**config.mk**
```make
export PLATFORM = sky130hd
export DESIGN_NAME = alu_ctrl_seq
export DESIGN_NICKNAME = d
export VERILOG_FILES = /design/src/rtl/alu_ctrl_seq.sv
export SDC_FILE = /design/constraint.sdc
export NUM_CORES = 1
export LEC_CHECK = 0
export BUFFER_PORTS_ARGS = -buffer_cell sky130_fd_sc_hd__buf_2
export CELL_PAD_IN_SITES_DETAIL_PLACEMENT = 1
export CELL_PAD_IN_SITES_GLOBAL_PLACEMENT = 1
export CORE_ASPECT_RATIO = 1.5
export CORE_MARGIN = 3
export CORE_UTILIZATION = 32
export CTS_BUF_LIST = sky130_fd_sc_hd__clkbuf_8 sky130_fd_sc_hd__clkbuf_16
export DETAILED_ROUTE_END_ITERATION = 8
export PLACE_DENSITY_LB_ADDON = 0.2
export SYNTH_ARGS = -nofsm -noshare
export SYNTH_HDL_FRONTEND = slang
export SYNTH_SLANG_ARGS = --single-unit
export TNS_END_PERCENT = 5
```
**constraint.sdc**
```tcl
create_clock -name clk -period 2.2 [get_ports clk]
set_input_delay 0.22 -clock clk [delete_from_list [all_inputs] [get_ports clk]]
set_output_delay 0.22 -clock clk [all_outputs]
set_load 0.01 [all_outputs]
```
**src/rtl/alu_ctrl_seq.sv**
```systemverilog
// EX-stage ALU control: combinational funct/ALUOp decode plus a down-counter
// sequencer for multi-cycle MULTU/DIVU with HI/LO hazard stall generation.
module alu_ctrl_seq #(
    parameter int FUNCT_W     = 6,
    parameter int CNT_W       = 7,
    parameter int MULT_CYCLES = 32,
    parameter int DIV_CYCLES  = 32
) (
    input  logic               clk,
    input  logic               rst_n,
    input  logic               valid,
    input  logic               flush,
    input  logic [1:0]         ALUOp,
    input  logic [FUNCT_W-1:0] Signal,
    output logic [FUNCT_W-1:0] SignaltoALU,
    output logic [FUNCT_W-1:0] SignaltoSHT,
    output logic [FUNCT_W-1:0] SignaltoMULT,
    output logic [FUNCT_W-1:0] SignaltoMUX,
    output logic               stall,
    output logic               busy,
    output logic               mult_start,
    output logic               div_start,
    output logic               hilo_we,
    output logic               hilo_src,
    output logic [1:0]         dbg_state
);

    typedef enum logic [1:0] {
        IDLE  = 2'd0,
        MBUSY = 2'd1,
        DBUSY = 2'd2,
        DONE  = 2'd3
    } state_t;

    localparam logic [FUNCT_W-1:0] OP_ADD   = FUNCT_W'(6'b100000);
    localparam logic [FUNCT_W-1:0] OP_SUB   = FUNCT_W'(6'b100010);
    localparam logic [FUNCT_W-1:0] OP_SLT   = FUNCT_W'(6'b101010);
    localparam logic [FUNCT_W-1:0] OP_MULTU = FUNCT_W'(6'b011001);
    localparam logic [FUNCT_W-1:0] OP_DIVU  = FUNCT_W'(6'b011011);
    localparam logic [FUNCT_W-1:0] OP_MFHI  = FUNCT_W'(6'b010000);
    localparam logic [FUNCT_W-1:0] OP_MFLO  = FUNCT_W'(6'b010010);

    localparam logic [CNT_W-1:0] MULT_LOAD = CNT_W'(MULT_CYCLES - 1);
    localparam logic [CNT_W-1:0] DIV_LOAD  = CNT_W'(DIV_CYCLES - 1);

    // Cycle counts are loaded as N-1, so N up to 2^CNT_W still fits the counter.
    if (FUNCT_W < 6) begin : g_bad_funct
        $error("alu_ctrl_seq: FUNCT_W must be at least 6");
    end
    if (MULT_CYCLES < 1 || MULT_CYCLES > (1 << CNT_W)) begin : g_bad_mult
        $error("alu_ctrl_seq: MULT_CYCLES outside 1..2^CNT_W");
    end
    if (DIV_CYCLES < 1 || DIV_CYCLES > (1 << CNT_W)) begin : g_bad_div
        $error("alu_ctrl_seq: DIV_CYCLES outside 1..2^CNT_W");
    end

    state_t             state_q, state_d;
    logic [CNT_W-1:0]   cnt_q, cnt_d;
    logic               src_q, src_d;
    logic               mstart_q, mstart_d;
    logic               dstart_q, dstart_d;

    logic [FUNCT_W-1:0] code;
    logic               is_mdu;
    logic               hilo_op;
    logic               issue;

    always_comb begin
        code = Signal;
        unique case (ALUOp)
            2'b00:   code = OP_ADD;
            2'b01:   code = OP_SUB;
            2'b11:   code = OP_SLT;
            default: code = Signal;
        endcase
    end

    assign SignaltoALU  = code;
    assign SignaltoSHT  = code;
    assign SignaltoMULT = code;
    assign SignaltoMUX  = code;

    assign is_mdu  = (Signal == OP_MULTU) || (Signal == OP_DIVU);
    assign hilo_op = valid && (ALUOp == 2'b10) &&
                     (is_mdu || (Signal == OP_MFHI) || (Signal == OP_MFLO));
    assign issue   = hilo_op && is_mdu && (state_q == IDLE) && !flush;

    always_ff @(posedge clk or negedge rst_n) begin
        if (!rst_n) begin
            state_q  <= IDLE;
            cnt_q    <= '0;
            src_q    <= 1'b0;
            mstart_q <= 1'b0;
            dstart_q <= 1'b0;
        end else begin
            state_q  <= state_d;
            cnt_q    <= cnt_d;
            src_q    <= src_d;
            mstart_q <= mstart_d;
            dstart_q <= dstart_d;
        end
    end

    always_comb begin
        state_d  = state_q;
        cnt_d    = cnt_q;
        src_d    = src_q;
        mstart_d = 1'b0;
        dstart_d = 1'b0;
        if (flush) begin
            // Abort wins over everything; hilo_src keeps the last issued source.
            state_d = IDLE;
            cnt_d   = '0;
        end else begin
            unique case (state_q)
                IDLE: begin
                    if (issue) begin
                        if (Signal == OP_MULTU) begin
                            state_d  = MBUSY;
                            cnt_d    = MULT_LOAD;
                            src_d    = 1'b0;
                            mstart_d = 1'b1;
                        end else begin
                            state_d  = DBUSY;
                            cnt_d    = DIV_LOAD;
                            src_d    = 1'b1;
                            dstart_d = 1'b1;
                        end
                    end
                end
                MBUSY, DBUSY: begin
                    if (cnt_q == '0) begin
                        state_d = DONE;
                    end else begin
                        cnt_d = cnt_q - 1'b1;
                    end
                end
                DONE: begin
                    state_d = IDLE;
                end
                default: begin
                    state_d = IDLE;
                end
            endcase
        end
    end

    assign busy       = (state_q != IDLE);
    assign stall      = hilo_op && (state_q != IDLE);
    assign hilo_we    = (state_q == DONE);
    assign hilo_src   = src_q;
    assign mult_start = mstart_q;
    assign div_start  = dstart_q;
    assign dbg_state  = state_q;

endmodule

```
---- Yosys cells after proc, flatten, opt, wreduce, memory -nomap -nowiden ----
Cells that the tools add are included.
storage, ports and cells
  word-level logic and storage cells ...... 57
  input port bits ......................... 12
  output and inout bits ................... 32
  flip-flop bits (word level) ............. 12
cells by class
  reduce and logical (&&, ||, !) cells .... 19
  multiplexer cells ....................... 18
  bitwise operators ....................... 1
  add/subtract/negate cells ............... 1
  eq/ne operators ......................... 13
operators with widths
  operator             count
  $eq 6x5->1 const B   4
  $mux 7               3
  $pmux 6 s3           1
  $pmux 7 s2           1
  $ne 3x3->1 const B   3
  $eq 2x2->1 const B   4
  $mux 1               8
  $mux 2               4
  $logic_not 7->1      1
  $sub 7x1->7 const B  1
  $logic_and 1x1->1    6
  $pmux 2 s3           1
  $reduce_and 3->1     2
  $eq 2x1->1 const B   2
  $logic_not 2->1      2
  $logic_or 1x1->1     3
  $reduce_bool 3->1    1
  $reduce_and 2->1     1
  $reduce_bool 2->1    1
  $reduce_or 2->1      1
  $logic_not 1->1      1
  $not 1->1            1

---- Longest topological paths before layout ----
  word-level depth ........................ 11
  gate-level depth with buffers ........... 6
  gate-level depth less buffers ........... 6

---- Worst setup path before layout ----
Ideal clock, no wire load.
  path kind ............................... flip-flop to flip-flop
  from .................................... register state_q[0], in the netlist dbg_state[0]
  to ...................................... register src_q, in the netlist hilo_src
  library setup time ...................... 0.125 ns
  slack ................................... 0.325 ns
  data arrival time ....................... 1.750 ns
  stages on the path, launching flop included .. 7
  data required time ...................... 2.075 ns
  period minus slack after synthesis ...... 1.875 ns
  path through ............................ dfrtp_1 > inv_1 > ha_1 > nand3_1 > or3_2 > nor2_1 > mux2_2
between the ends
  longest elaborated chain between the ends .. 4
ends and longest elaborated chain
  item                            RTL line  source
  from (decl)                     57        state_t state_q, state_d;
  from (signal assigned)          96        state_q <= state_d;
  $logic_not 2->1 *               86, 115
  $logic_and 1x1->1 (2 in a row)  86        assign issue = hilo_op && is_mdu && (state_q == IDLE) && !flush;
  $reduce_and 3->1 (no line) *    -
  to (signal assigned)            98        src_q <= src_d;
  to (decl)                       59        logic src_q, src_d;
Mark *: on every way between the ends. The rest lies on a longest branch, timed or not.
A chain may end at the register's enable or synchronous reset.

---- Worst setup path after layout ----
Same ends and word-level chain as after synthesis.

==> reports/qor.yml <==
clocking:
  cts_buf_count: 3
  worst_skew_pair.late_latency_ns: 0.24
  cts_tree: "yes"
  cts-htree-levels: 1
  cts.root.buffer_cell: "clkbuf_8"
  clk_pin_slew_worst_paths_ns: 0.05
  clk_path_buf_depth: 2
  clkSinkCount: 12
drt:
  route.final.wire_length_um: 2530
  antenna_violating_nets_post_route: 0
  routedWlPerCell_um: 14.2
  vias_per_cell: 5.02
  drtIter0Drc: 17
  detailroute.via_count: 894
  dr.pass1.iters: 4
  drc_viols: 0
critical_path:
  worst-path-max-fanout: 8
  crit_path_top_delay_cell: "or3_2"
  critPathRequiredTime_ns: 2.33
  timing.reg2reg.setup_slack_ns: 0.22
  regToRegEndpoint: "hilo_src$_DFFE_PN0P_"
  timing.critical_path.cells: "inv_1 -> ha_2 -> nand3_1 -> or3_2 -> nor2_1 -> mux2_2"
  timing.critical_path.to_type: "flop"
  critPathKind: "reg -> reg"
  rr_worst_depth: 6
  cp_slowest_stage_delay_ns: 0.47
  critical_path_s_top_delay_family: "simple AND/OR/NAND/NOR gates"
  arrival_ns: 2.11
  setup.worst_path.start_class: "flop"
  worst_r2r_startpoint: "dbg_state[0]$_DFFE_PN0P_"
  count_of_buffer_and_inverter_cells_on_the_critical_path: 1
layout:
  final_area_mm2: 0.00115
  antenna_diode_count: 0
  syn_to_final_growth_pct: 20.5
  final_layout_size_suffix_gt1_share_pct: 44.0
  nets: 157
synth:
  yosysUniqueCellTypes: 37
  post_synth_most_frequent_cells: "buf_4 (20), dfrtp_1 (12), nand2_1 (8)"
  syn_avg_cell_area_um2: 8.62
  yosysTopAreaCell: "dfrtp_1"
  total_nets_after_synthesis: 126
  cell_area_after_synthesis_um2: 957
  synth_edf_count: 0
  postSynth.asyncResetShare_pct: 100
  yosys-top-cells-area: "dfrtp_1 (31%), buf_4 (16%), ha_1 (3.9%), mux2_2 (3.5%), nor3_1 (3.1%)"
  synth_sequential_area_ratio_pct: 31.4
  synth_top_area_share_pct: 31.4
  flip_flop_and_latch_count_after_synthesis: 12
  synthMostInstantiatedCell: "buf_4"
  yosysWarnings: 0
  number_of_standard_cells_after_synthesis: 111
  synth_ff_type: "dfrtp_1"
timing:
  fin_crit_ns: 1.98
  finClkSkew_ns: 0.00330
  final.setup.tns_ns: 0
  endpoints_failing_hold: 0
  setup_viol_count_final: 0
  maxSlewHeadroom_pct: 77.7
  timing.fmax_mhz: 506
  period_share_pct: 89.8
  setup_repair_after_global_routing_missed_its_margin: "false"
  report.final.slew_viol_count: 0
  worst-slew-pin-transition_ns: 0.332
outcome:
  status: "finished, final reports clean"
placement:
  io_buffers: 43
  place_congestion: 0.793
  placedInstanceArea_mm2: 0.00109
  detailedPlacementHpwl_um: 2070
hold_path:
  min_to: "mult_start$_DFF_PN0_"
  hold_path_depth: 2
  hold_path.startpoint: "Signal[1]"
  hold_path_class: "in -> reg"
flow_run:
  cap_viol_max_count: 0
power:
  max-vdd-ir-drop_mv: 0.669
  power.leakage_nw: 0.579
  powerDensity_mw_per_mm2: 1320
die:
  floorplan.io_pins: 44
  core_area_mm2: 0.00276
  die_w_um: 50.7
  chipHeight_um: 73.0
  initial_utilization_pct: 34.6
  dieArea_mm2: 0.00370
  num_rows: 23
global_routing:
  global_route.usage.met1_pct: 14.8
  grt_first_pass_wirelength_um: 4010
  grt_antenna_before_repair: 0
  grt-ovfl-total: 0
  use_met2_pct: 27.8
  first_global_vias: 863
  grt.busiest_layer: "met2"
  grt_start_max_net_pins: 13
  grtUsageTotal_pct: 14.6
  gr-usage-met3_pct: 1.64
==> per-stage QoR <==
step	utilization, %	setup slack [ns]	power [W]	instances	hold WS, ns
2_1_floorplan	-	0.325	0.00100	111	-0.0756
3_3_place_gp	39.3	0.214	0.00125	173	0.118
3_5_place_dp	39.3	0.157	0.00128	173	0.119
4_1_cts	41.7	0.149	0.00154	178	0.193
5_1_grt	41.8	0.0698	0.00167	178	0.208
6_report	41.8	0.225	0.00152	178	0.193
==> state kept, by name (all words and copies together) (netlist names) <==
name	cells
hilo_src	1
div_start	1
cnt_q	7
dbg_state	2
mult_start	1
==> cells in the final DEF, fill, tap and decap left out, types with 4 or more instances in the layout <==
cell,Yosys,routed
nor3_1,6,6
nor2_1,4,4
a21oi_1,4,4
nand3_1,4,4
inv_1,7,7
buf_2,0,43
clkbuf_8,0,4
nand2_1,8,8
dfrtp_1,12,12
==> timing repair <==
action                                  in CTS  in global routing
endpoints found under the setup margin       0                  1
hold endpoints to repair                    12                  0
buffers inserted                             0                  0
hold buffers                                 1                  0
gates resized for setup                      0                  1
==> worst max path at each step <==
| stage | depth (start not counted) | end | start | slack (ns) |
|---|---|---|---|---|
| 3_5_place_dp | 6 | hilo_src$_DFFE_PN0P_ | dbg_state[0]$_DFFE_PN0P_ | 0.16 |
| 2_1_floorplan | 6 | hilo_src$_DFFE_PN0P_ | dbg_state[0]$_DFFE_PN0P_ | 0.32 |
| 3_3_place_gp | 6 | hilo_src$_DFFE_PN0P_ | dbg_state[0]$_DFFE_PN0P_ | 0.21 |
| 5_1_grt | 6 | hilo_src$_DFFE_PN0P_ | dbg_state[0]$_DFFE_PN0P_ | 0.07 |
| 6_report | 6 | hilo_src$_DFFE_PN0P_ | dbg_state[0]$_DFFE_PN0P_ | 0.22 |
| 4_1_cts | 6 | hilo_src$_DFFE_PN0P_ | dbg_state[0]$_DFFE_PN0P_ | 0.15 |
==> layer usage <==
layer | wire (um) | vias up
met1 | 945 | 426
met3 | 180 | 5
met2 | 1340 | 36
met4 | 65 | 0
met5 | 0 | -
li1 | - | 427
==> cells by family (layout without fill, tap and decap cells) <==
kind of cell    after synthesis  after routing  synth area share (%)
compound gates               20             20                  14.6
xor+xnor                      1              1                 0.915
fa+ha+maj                     3              3                  3.92
buf+inv                      28             58                  19.0
flops                        12             12                  31.4
mux                           3              3                  3.53
simple gates                 44             44                  26.7
==> layout make-up <==
class	count	area [um^2]
Fill cell	355	1610
Multi-Input combinational cell	71	478
Sequential cell	12	300
Timing Repair Buffer	47	248
Clock buffer	4	55.1
Tap cell	37	46.3
Inverter	7	26.3
==> power breakdown <==
group | internal (W) | leakage, nW | switching [W]
Combinational | 0.000433 | 0.387 | 0.000495
Sequential | 0.000287 | 0.163 | 0.0000653
Clock | 0.000158 | 0.0288 | 0.0000828
Total | 0.000878 | 0.579 | 0.000643
Power figures use the tool's default switching activity.
